[src/rtl/overlay_window_ctrl.sv]
// overlay_window_ctrl: rectangular colour overlay on an sop/eop/valid RGB stream.
// Tracks column/line position, holds a double-buffered window (staging -> active)
// and replaces pixels inside the window with a flat colour. One cycle of latency.
// Optional feature macro: OVERLAY_MOTION_EN (window bounces one step per frame).
module overlay_window_ctrl #(
  parameter int W           = 10,
  parameter int CW          = 12,
  parameter int FRAME_LINES = 720,
  parameter int MAX_COL     = 1279
) (
  input  logic          clk,
  input  logic          reset_n,
  input  logic          cfg_we,
  input  logic [2:0]    cfg_addr,
  input  logic [CW-1:0] cfg_wdata,
  input  logic          sop_i,
  input  logic          eop_i,
  input  logic          valid_i,
  input  logic [W-1:0]  r_i,
  input  logic [W-1:0]  g_i,
  input  logic [W-1:0]  b_i,
  output logic          sop_o,
  output logic          eop_o,
  output logic          valid_o,
  output logic [W-1:0]  r_o,
  output logic [W-1:0]  g_o,
  output logic [W-1:0]  b_o,
  output logic          frame_done_o,
  output logic          protocol_err_o
);

  typedef enum logic [1:0] {
    IDLE   = 2'd0,
    LINE   = 2'd1,
    HBLANK = 2'd2
  } state_t;

  localparam logic [CW-1:0] COL_SAT   = {CW{1'b1}};
  localparam logic [CW-1:0] LAST_LINE = CW'(FRAME_LINES - 1);
  localparam logic [CW-1:0] ONE       = {{(CW-1){1'b0}}, 1'b1};

  state_t        state_r, state_nxt_s;
  logic [CW-1:0] col_r, col_nxt_s, line_r, line_nxt_s, pix_col_s;
  logic          tracked_s, err_evt_s, eop_evt_s, last_line_s, in_win_s;
  logic          clr_s, load_s;
  logic [W-1:0]  pix_r_s, pix_g_s, pix_b_s;

  logic [CW-1:0] stg_x0_r, stg_x1_r, stg_y0_r, stg_y1_r;
  logic          stg_en_r;
  logic [W-1:0]  stg_colour_r;
  logic [CW-1:0] act_x0_r, act_x1_r, act_y0_r, act_y1_r;
  logic          act_en_r;
  logic [W-1:0]  act_colour_r;

  // Next-state decode, pixel column selection and framing-error detection
  always_comb begin
    state_nxt_s = state_r;
    tracked_s   = 1'b0;
    pix_col_s   = col_r;
    err_evt_s   = 1'b0;
    case (state_r)
      IDLE: begin
        if (valid_i && sop_i) begin
          tracked_s   = 1'b1;
          pix_col_s   = '0;
          state_nxt_s = eop_i ? HBLANK : LINE;
        end else begin
          state_nxt_s = IDLE;
        end
      end
      LINE: begin
        if (valid_i) begin
          tracked_s = 1'b1;
          if (sop_i) begin
            // sop inside a line restarts it at column 0 on the same line
            pix_col_s = '0;
            err_evt_s = 1'b1;
          end else begin
            pix_col_s = col_r;
          end
          state_nxt_s = eop_i ? HBLANK : LINE;
        end else begin
          state_nxt_s = LINE;
        end
      end
      HBLANK: begin
        if (valid_i && sop_i) begin
          tracked_s   = 1'b1;
          pix_col_s   = '0;
          state_nxt_s = eop_i ? HBLANK : LINE;
        end else if (valid_i || eop_i) begin
          // stray pixel or eop between lines: flagged, counters left alone
          err_evt_s   = 1'b1;
          state_nxt_s = HBLANK;
        end else begin
          state_nxt_s = HBLANK;
        end
      end
      default: begin
        state_nxt_s = IDLE;
      end
    endcase
  end

  // Counter next values: saturating column, wrapping line
  always_comb begin
    eop_evt_s   = tracked_s & eop_i;
    last_line_s = (line_r == LAST_LINE);
    if (tracked_s) begin
      col_nxt_s = (pix_col_s == COL_SAT) ? COL_SAT : (pix_col_s + ONE);
    end else begin
      col_nxt_s = col_r;
    end
    if (eop_evt_s) begin
      line_nxt_s = last_line_s ? '0 : (line_r + ONE);
    end else begin
      line_nxt_s = line_r;
    end
  end

  // Window hit test and output pixel selection
  always_comb begin
    in_win_s = tracked_s & act_en_r &
               (pix_col_s >= act_x0_r) & (pix_col_s <= act_x1_r) &
               (line_r >= act_y0_r) & (line_r <= act_y1_r);
    if (!valid_i) begin
      pix_r_s = '0;
      pix_g_s = '0;
      pix_b_s = '0;
    end else if (in_win_s) begin
      pix_r_s = act_colour_r;
      pix_g_s = act_colour_r;
      pix_b_s = act_colour_r;
    end else begin
      pix_r_s = r_i;
      pix_g_s = g_i;
      pix_b_s = b_i;
    end
  end

  assign clr_s  = cfg_we & (cfg_addr == 3'd4) & cfg_wdata[1];
  assign load_s = frame_done_o | (state_r == IDLE);

  // FSM state and position counters
  always_ff @(posedge clk or negedge reset_n) begin
    if (!reset_n) begin
      state_r <= IDLE;
      col_r   <= '0;
      line_r  <= '0;
    end else begin
      state_r <= state_nxt_s;
      col_r   <= col_nxt_s;
      line_r  <= line_nxt_s;
    end
  end

  // Staging register writes from the configuration port
  always_ff @(posedge clk or negedge reset_n) begin
    if (!reset_n) begin
      stg_x0_r     <= '0;
      stg_x1_r     <= '0;
      stg_y0_r     <= '0;
      stg_y1_r     <= '0;
      stg_en_r     <= 1'b0;
      stg_colour_r <= '0;
    end else if (cfg_we) begin
      case (cfg_addr)
        3'd0:    stg_x0_r     <= cfg_wdata;
        3'd1:    stg_x1_r     <= cfg_wdata;
        3'd2:    stg_y0_r     <= cfg_wdata;
        3'd3:    stg_y1_r     <= cfg_wdata;
        3'd4:    stg_en_r     <= cfg_wdata[0];
        3'd5:    stg_colour_r <= cfg_wdata[W-1:0];
        default: begin end
      endcase
    end
  end

`ifdef OVERLAY_MOTION_EN
  localparam logic [CW-1:0] MAX_C = CW'(MAX_COL);

  logic          dirty_r, dx_neg_r, dy_neg_r, dx_neg_nxt_s, dy_neg_nxt_s, stage_wr_s;
  logic [CW-1:0] mv_x0_s, mv_x1_s, mv_y0_s, mv_y1_s;

  assign stage_wr_s = cfg_we & (cfg_addr <= 3'd5);

  // Direction for the next step (reverse at the frame edges) and translated window
  always_comb begin
    if (dx_neg_r) begin
      dx_neg_nxt_s = (act_x0_r != '0);
    end else begin
      dx_neg_nxt_s = (act_x1_r >= MAX_C);
    end
    if (dy_neg_r) begin
      dy_neg_nxt_s = (act_y0_r != '0);
    end else begin
      dy_neg_nxt_s = (act_y1_r >= LAST_LINE);
    end
    mv_x0_s = dx_neg_nxt_s ? (act_x0_r - ONE) : (act_x0_r + ONE);
    mv_x1_s = dx_neg_nxt_s ? (act_x1_r - ONE) : (act_x1_r + ONE);
    mv_y0_s = dy_neg_nxt_s ? (act_y0_r - ONE) : (act_y0_r + ONE);
    mv_y1_s = dy_neg_nxt_s ? (act_y1_r - ONE) : (act_y1_r + ONE);
  end

  // Active window: reload from staging after a write (or while idle), else step
  always_ff @(posedge clk or negedge reset_n) begin
    if (!reset_n) begin
      act_x0_r     <= '0;
      act_x1_r     <= '0;
      act_y0_r     <= '0;
      act_y1_r     <= '0;
      act_en_r     <= 1'b0;
      act_colour_r <= '0;
      dx_neg_r     <= 1'b0;
      dy_neg_r     <= 1'b0;
      dirty_r      <= 1'b0;
    end else begin
      if (load_s) begin
        if ((state_r == IDLE) || dirty_r) begin
          act_x0_r     <= stg_x0_r;
          act_x1_r     <= stg_x1_r;
          act_y0_r     <= stg_y0_r;
          act_y1_r     <= stg_y1_r;
          act_en_r     <= stg_en_r;
          act_colour_r <= stg_colour_r;
          dx_neg_r     <= 1'b0;
          dy_neg_r     <= 1'b0;
        end else begin
          act_x0_r <= mv_x0_s;
          act_x1_r <= mv_x1_s;
          act_y0_r <= mv_y0_s;
          act_y1_r <= mv_y1_s;
          dx_neg_r <= dx_neg_nxt_s;
          dy_neg_r <= dy_neg_nxt_s;
        end
      end
      // a write coinciding with a load stays pending for the next boundary
      if (stage_wr_s) begin
        dirty_r <= 1'b1;
      end else if (load_s) begin
        dirty_r <= 1'b0;
      end
    end
  end
`else
  localparam int max_col_unused = MAX_COL;

  // Active window: copy staging at each frame boundary or while idle
  always_ff @(posedge clk or negedge reset_n) begin
    if (!reset_n) begin
      act_x0_r     <= '0;
      act_x1_r     <= '0;
      act_y0_r     <= '0;
      act_y1_r     <= '0;
      act_en_r     <= 1'b0;
      act_colour_r <= '0;
    end else if (load_s) begin
      act_x0_r     <= stg_x0_r;
      act_x1_r     <= stg_x1_r;
      act_y0_r     <= stg_y0_r;
      act_y1_r     <= stg_y1_r;
      act_en_r     <= stg_en_r;
      act_colour_r <= stg_colour_r;
    end
  end
`endif

  // Registered outputs: delayed framing, substituted pixel, frame pulse, sticky error
  always_ff @(posedge clk or negedge reset_n) begin
    if (!reset_n) begin
      sop_o          <= 1'b0;
      eop_o          <= 1'b0;
      valid_o        <= 1'b0;
      r_o            <= '0;
      g_o            <= '0;
      b_o            <= '0;
      frame_done_o   <= 1'b0;
      protocol_err_o <= 1'b0;
    end else begin
      sop_o          <= sop_i;
      eop_o          <= eop_i;
      valid_o        <= valid_i;
      r_o            <= pix_r_s;
      g_o            <= pix_g_s;
      b_o            <= pix_b_s;
      frame_done_o   <= eop_evt_s & last_line_s;
      // a new error wins over a clear in the same cycle
      protocol_err_o <= err_evt_s | (protocol_err_o & ~clr_s);
    end
  end

endmodule

[config.mk]
export PLATFORM = sky130hd
export DESIGN_NAME = overlay_window_ctrl
export DESIGN_NICKNAME = d
export VERILOG_FILES = /design/src/rtl/overlay_window_ctrl.sv
export SDC_FILE = /design/constraint.sdc
export NUM_CORES = 1
export LEC_CHECK = 0
export CELL_PAD_IN_SITES_DETAIL_PLACEMENT = 1
export CELL_PAD_IN_SITES_GLOBAL_PLACEMENT = 2
export CORE_UTILIZATION = 46
export DETAILED_ROUTE_END_ITERATION = 10
export DONT_BUFFER_PORTS = 1
export GPL_TIMING_DRIVEN = 0
export PLACE_DENSITY = 0.92
export REMOVE_ABC_BUFFERS = 1
export SLEW_MARGIN = 20
export SYNTH_ARGS = -nofsm -noshare
export SYNTH_HDL_FRONTEND = slang
export SYNTH_SLANG_ARGS = --single-unit
[constraint.sdc]
create_clock -name clk -period 5.17 [get_ports clk]
set_input_delay 1.551 -clock clk [delete_from_list [all_inputs] [get_ports clk]]
set_output_delay 1.551 -clock clk [all_outputs]
set_load 0.05 [all_outputs]
==> summary.md <==
The flow ran to the end, and the final reports show no timing, DRC or antenna violations. TritonCTS built the clock tree. After detailed routing, the total wire length is 19300 um. In the layout the commonest cells are dfrtp_1 (179), mux2_2 (118), nand2_1 (74).

On the worst path, the slowest cell contributes a delay of 0.53 ns. For this run, the top clock speed supported by timing is 0.223 GHz. The detailed router finished its first iteration with 244 violations. The number of cells on the worst reg-to-reg path is 15, and the total via count after detailed routing is 5374. The remaining number of nets flagged by the antenna check after routing came out at 0.

The hold violation total from the final report is 0. Summed over all cells, the static leakage comes to 4.27 nW. The final weighted congestion in routability-driven placement was 0.875.

The smallest clock period supported by the final layout is computed as 4.49 ns. The power density over cell area was 538 nW/um^2. The critical path goes through and2_1, o21bai_2, and2_1, ha_1, nand4_1, or3_1, o221ai_1, nand3_1, nor4_4, buf_6, buf_4, buf_4, mux2i_1.

Classification of the worst-slack hold path: register to register. For flop-to-flop paths, the worst setup slack is 1.00 ns. The overall routing resource usage was 0.220; the aggregate global routing overflow was 0.

The cell at the root of the clock tree was clkbuf_16. Dividing the detail-routed wire length by the instance count gives 20.2 um. In the final layout, flip-flops and latches occupy 4480 um^2. The initialized floorplan defines 49 standard-cell rows. Setup violations remaining at the end of the flow were counted as 0.

The largest voltage drop on the vdd net was 0.246 mV. The clock insertion delay at the later pin of the skew report was 0.43 ns. For the max-slew violation total from the final report, the log shows 0. The width of the chip came out at 138 um.

Clock-pin slew was measured on the worst setup and hold paths at 0.07 ns. The worst hold path begins at stg_colour_r[8]. The critical register-to-register path endpoint was g_o[1]. Proportion of synthesized chip area in sequential cells: 0.528.

Among all stages on the critical path, the largest delay is contributed by o21bai_2. The number of clock sinks is 179, and the number of antenna repair diodes is 0. The startpoint type of the worst setup path is an input port. The number of instances on the worst hold path came out at 1.

Across the run, the number of max-cap violations was 0. The clock passes through at most 2 buffers. Category of the worst setup path capture point: a register. The library cell with the largest summed area after synthesis is dfrtp_1. The detailed-routing iteration count for the pre-antenna-repair pass came out at 4. Post-CTS repair changed the size of 0 cells.

The overall die area was 19000 um^2. The run gives 13700 um as the half-perimeter wire length after detailed placement. The synthesized netlist contains 52 unique library cells. In this run, synthesis inferred 0 flip-flops with an integrated enable. Data arrives at the worst endpoint at 4.84 ns.

The total area inside the core boundary comes to 18000 um^2. At the end of the flow, the number of nets in the layout was 820. The initial antenna violation count came out at 0.

The tools report the clock buffer count from CTS as 17. The tools report the endpoint with the worst hold slack as act_colour_r[8]. The first global-routing pass estimated 31100 um of wire. The most used flip-flop cell after synthesis was dfrtp_1. The deepest level of the CTS H-tree is 4. The logs give 5954 for the number of global-route vias before repair and 8480 um^2 for the synthesized area. The height of the die is 138 um, and the initial standard-cell utilization of the core is 0.470. The maximum number of pins on one net before global-route repair was 180. The post-route clock period utilization is 0.869, and the top-area cell type share of the netlist area is 0.528. The fraction of final layout cells sized beyond drive strength 1 is 0.238.

The critical-path maximum fanout is 19. After clock tree synthesis, the setup repair step added 0 buffers. STA puts the critical path data required time at 5.52 ns. The async set-reset flop share out of synthesis is 1.00, and the via-per-instance ratio is 5.62. Yosys attributes the largest share of cell area to dfrtp_1 (53%), mux2_2 (16%), ha_1 (8.0%), mux2i_1 (3.5%), nand2_1 (3.3%). Synthesis handed over a netlist of 709 instances.

Setup repair after global routing left no endpoint under its margin. The number of filler instances in the final layout is 1850, and the layout overhead on the synthesized area is 10.7%. Yosys printed 0 warnings. The slew at the pin with the worst max-slew slack was 0.975 ns. The critical path in this run is classified as input port to register.

In the routed design, unresolved DRC markers number 0. For this design the top-level I/O count stands at 86. The number of I/O port buffers is 0. For the final standard cell utilization of the core, the log shows 0.521. The library cell used most frequently in the layout, excluding fill and tap cells, is dfrtp_1. A synthesized cell averages 12.0 um^2.

The number of hold buffers added after CTS is 0. The design draws 5.05 mW. The tools report the worst setup skew after layout as 0.00931 ns.

Synthesis inferred 179 register bits. The worst register-to-register path begins at state_r[0]. Summing all multi-input logic gate instances after layout gives 3710 um^2. The tightest slew margin relative to the limit came out at 0.347.
-- power breakdown --
part	internal [mW]	total, mW	switching [mW]
Combinational	0.821	1.64	0.822
Clock	0.730	1.30	0.566
Sequential	1.80	2.11	0.310
Total	3.35	5.05	1.70
-- per-stage QoR --
step	setup WS, ns	instances	setup TNS [ns]	hold WS, ns	area (um^2)
after CTS	0.693	956	0	0.506	9380
final	0.676	956	0	0.501	9380
after global placement	-0.597	916	-17.11	0.483	8650
after detailed placement	0.256	925	0	0.491	8790
after floorplan	0.177	687	0	0.468	8370
after global routing	0.520	956	0	0.516	9380
-- critical path, delay by kind of cell --
family / cells / cell delay, ns
buf+inv: 3 / 0.70
compound gates: 2 / 0.74
mux: 1 / 0.22
fa+ha+maj: 1 / 0.19
simple gates: 6 / 1.41
-- state kept, by name (all words and copies together) (netlist names), 2 cells and up --
register      flops
stg_y0_r         12
act_colour_r     10
act_x1_r         12
stg_y1_r         12
g_o              10
act_y1_r         12
col_r            12
act_x0_r         12
stg_x1_r         12
act_y0_r         12
state_r           2
b_o              10
r_o              10
line_r           12
stg_x0_r         12
stg_colour_r     10
-- cell usage after synthesis, types with 3 or more instances --
library cell / instances
dfrtp_1: 179
mux2_2: 118
nand2_1: 74
ha_1: 54
inv_1: 53
mux2i_1: 30
a21oi_1: 29
nor2_1: 24
o21ai_0: 21
nand3_1: 14
clkbuf_1: 12
and2_1: 11
nand4_1: 8
nor3_1: 8
a21o_1: 6
buf_2: 5
a22o_1: 4
nand2b_1: 4
xnor2_1: 4
xor2_1: 4
buf_6: 3
nor2b_1: 3
-- how the worst max path moves through the flow --
stage / startpoint / end / slack (ns) / cells past startpoint
floorplan: sop_i / b_o[0] / 0.18 / 11
global placement: sop_i / b_o[0] / -0.60 / 10
detailed placement: sop_i / r_o[1] / 0.26 / 13
CTS: sop_i / r_o[1] / 0.69 / 13
global route: sop_i / r_o[0] / 0.52 / 13
finish: sop_i / g_o[1] / 0.68 / 13
-- cell type report --
type	instances	area share
clock buffer	18	0.0468
inverter	54	0.0216
tap	229	0.0305
multi-input combinational	454	0.395
timing repair buffer	9	0.0123
sequential	179	0.477
clock inverter	13	0.0160
-- cells by family (layout without fill, tap and decap cells) --
family          after synthesis  count (layout)  synth area share
compound gates               82              82            0.0618
xor+xnor                      8               8           0.00826
buf+inv                      76              94            0.0370
simple gates                162             162            0.0925
mux                         148             148             0.192
flops                       179             179             0.528
fa+ha+maj                    54              54            0.0797
-- routing by layer --
layer / up-vias / track usage / routed length [um]
li1: 2469 / - / -
met3: 37 / 0.0574 / 1010
met4: 0 / 0.0924 / 585
met5: - / 0 / 0
met1: 2725 / 0.251 / 7840
met2: 143 / 0.386 / 9860
(Power assumes the default switching activity.)
==> patch, RTL diff (same settings) <==
Put one more register stage on the output `b_o`, cleared by the reset. The value now appears one clock later. The other outputs are not delayed to match.
--- a/src/rtl/overlay_window_ctrl.sv
+++ b/src/rtl/overlay_window_ctrl.sv
@@ -39,6 +39,8 @@
   localparam logic [CW-1:0] LAST_LINE = CW'(FRAME_LINES - 1);
   localparam logic [CW-1:0] ONE       = {{(CW-1){1'b0}}, 1'b1};
 
+  logic [W-1:0] b_s0;
+
   state_t        state_r, state_nxt_s;
   logic [CW-1:0] col_r, col_nxt_s, line_r, line_nxt_s, pix_col_s;
   logic          tracked_s, err_evt_s, eop_evt_s, last_line_s, in_win_s;
@@ -273,7 +275,7 @@
       valid_o        <= 1'b0;
       r_o            <= '0;
       g_o            <= '0;
-      b_o            <= '0;
+      b_s0           <= '0;
       frame_done_o   <= 1'b0;
       protocol_err_o <= 1'b0;
     end else begin
@@ -282,12 +284,20 @@
       valid_o        <= valid_i;
       r_o            <= pix_r_s;
       g_o            <= pix_g_s;
-      b_o            <= pix_b_s;
+      b_s0           <= pix_b_s;
       frame_done_o   <= eop_evt_s & last_line_s;
       // a new error wins over a clear in the same cycle
       protocol_err_o <= err_evt_s | (protocol_err_o & ~clr_s);
     end
   end
 
+  always_ff @(posedge clk or negedge reset_n) begin
+    if (!reset_n) begin
+      b_o <= '0;
+    end else begin
+      b_o <= b_s0;
+    end
+  end
+
 endmodule
 
Function: changed (Yosys sat finds a counterexample within 4 cycles, from zero or initial values and one cycle with reset_n low).
==> patch against the unedited design <==
- sequential cell count rose by 10
- synthesized area is 3.0% higher
- routed wire length grew 4.5%
- power rose by 4.4%
- worst setup slack got worse by 0.067 ns
- critical path depth unchanged
- cell area rose by 3.3%
- fmax fell by 1.5%
- critical endpoint is now b_s0[0]
==> patch: results (changes against the unedited design) <==
| Metric | Value |
|---|---|
| Detailed-route wire length per cell | 20.8 um (+2.8%) |
| Nets | 830 (+1.2%) |
| Crit path max-delay cell type | nor4_4 |
| Hold worst-path end | b_o[5] |
| Vias in the first global route | 6141 (+3.1%) |
| Hold Path Cell Cnt | 0 (-1) |
| Power Dens Cells | 544 mW/mm^2 (+1.1%) |
| Top area cells in the synthesized netlist | dfrtp_1 54%, mux2_2 15%, ha_1 7.7% |
| Worst VDD drop | 0.000197 V (-20%) |
| Switch share | 33.6% (about the same) |
| Seq pwr | 0.00220 W (+4%) |
| Placed Area | 0.00906 mm^2 (+3.0%) |
| Vias/cell | 5.59 (-0.51%) |
| First-pass GRT wire length | 33200 um (+6.6%) |
| CP arrival | 4.91 ns (+0.07 ns) |
| Initial drt markers | 226 (-7.4%) |
| Clk_skew | 0.00749 ns (-0.00182 ns) |
| Commonest cells post-synth | 189 x dfrtp_1, 118 x mux2_2, 74 x nand2_1 |
| Comb power | between 0.0015 and 0.002 W |
| Syn Inst Count | 719 (+1.4%) |
| Status | finished, final reports clean |
| DP Cell Count | 940 (+1.6%) |
| Slew headroom | 38.8% (+4.1 points) |
| Initial antenna violation count | 0 (unchanged) |
| DP HPWL | 13900 um (+1.3%) |
| Ys async rst share | 100% (unchanged) |
| Worst Hold Slack | 0.353 ns (-0.148 ns) |
| Pin count of the biggest net entering global routing | 190 (+5.6%) |
| Hold path start | b_s0[5] |
| Routed wire length | 20200 um (+4.5%) |
| CP max stage delay | 0.60 ns (+0.07 ns) |
| Hold WC Path Type | flip-flop to flip-flop |
| P_leak | 4.43 nW (+3.7%) |
| Register area share after synthesis | 54.2% (+1.4 points) |
| GRT Total Usage | 22.1% (+0.18 points) |
| FF-to-FF path depth | 14 (-1) |
| Gpl congestion | 0.823 (-5.9%) |
| Worst R2R End | b_s0[0] |
| Share of layout cells above drive strength 1 | 23.6% (-0.22 points) |
[patch: worst max path at each step]
stage	startpoint	end
3_3_place_gp	sop_i	b_s0[7]
5_1_grt	sop_i	b_s0[0]
3_5_place_dp	sop_i	r_o[1]
2_1_floorplan	sop_i	b_s0[0]
6_report	sop_i	b_s0[0]
4_1_cts	sop_i	b_s0[0]
[patch: cell type report]
cell class,instances,area (um^2)
Clock buffer,18,439
Clock inverter,14,195
Fill cell,1872,8950
Inverter,54,203
Multi-Input combinational cell,454,3710
Sequential cell,189,4730
Tap cell,234,293
Timing Repair Buffer,9,123
[patch: worst register-to-register path: stages, from the launching register on]
cell and delay, ns:
dfrtp_1 0.38, inv_1 0.07, ha_1 0.27, nor3_1 0.35, o21bai_2 0.28, and2_1 0.32, ha_1 0.34, nand4_1 0.14
or3_1 0.39, o221ai_1 0.19, nand3_1 0.18, nor4_4 0.48, buf_6 0.27, buf_6 0.20, mux2i_1 0.25
[patch: routing by layer]
metal	vias up	routed length [um]	track usage [%]
li1	2507	-	-
met1	2779	8200	25.6
met2	114	10500	39.3
met3	36	840	4.61
met4	0	597	10.2
met5	-	0	0
[patch: kinds of logic after synthesis]
family,count (synthesis),synth area share [%]
xor gates and xnor gates,8,0.803
AOI/OAI and AO/OA,82,6.01
buffers and inverters,76,3.60
adders and majority gates,54,7.74
and+or+nand+nor,162,8.99
DFF,189,54.2
muxes,148,18.7
[patch: through the flow]
stage	setup TNS [ns]	setup WS [ns]	utilization, %
6_report	0	0.609	52.0
5_1_grt	0	0.397	52.0
4_1_cts	0	0.640	52.0
3_5_place_dp	0	0.230	48.6
3_3_place_gp	-21.67	-0.720	47.8
2_1_floorplan	0	0.177	-
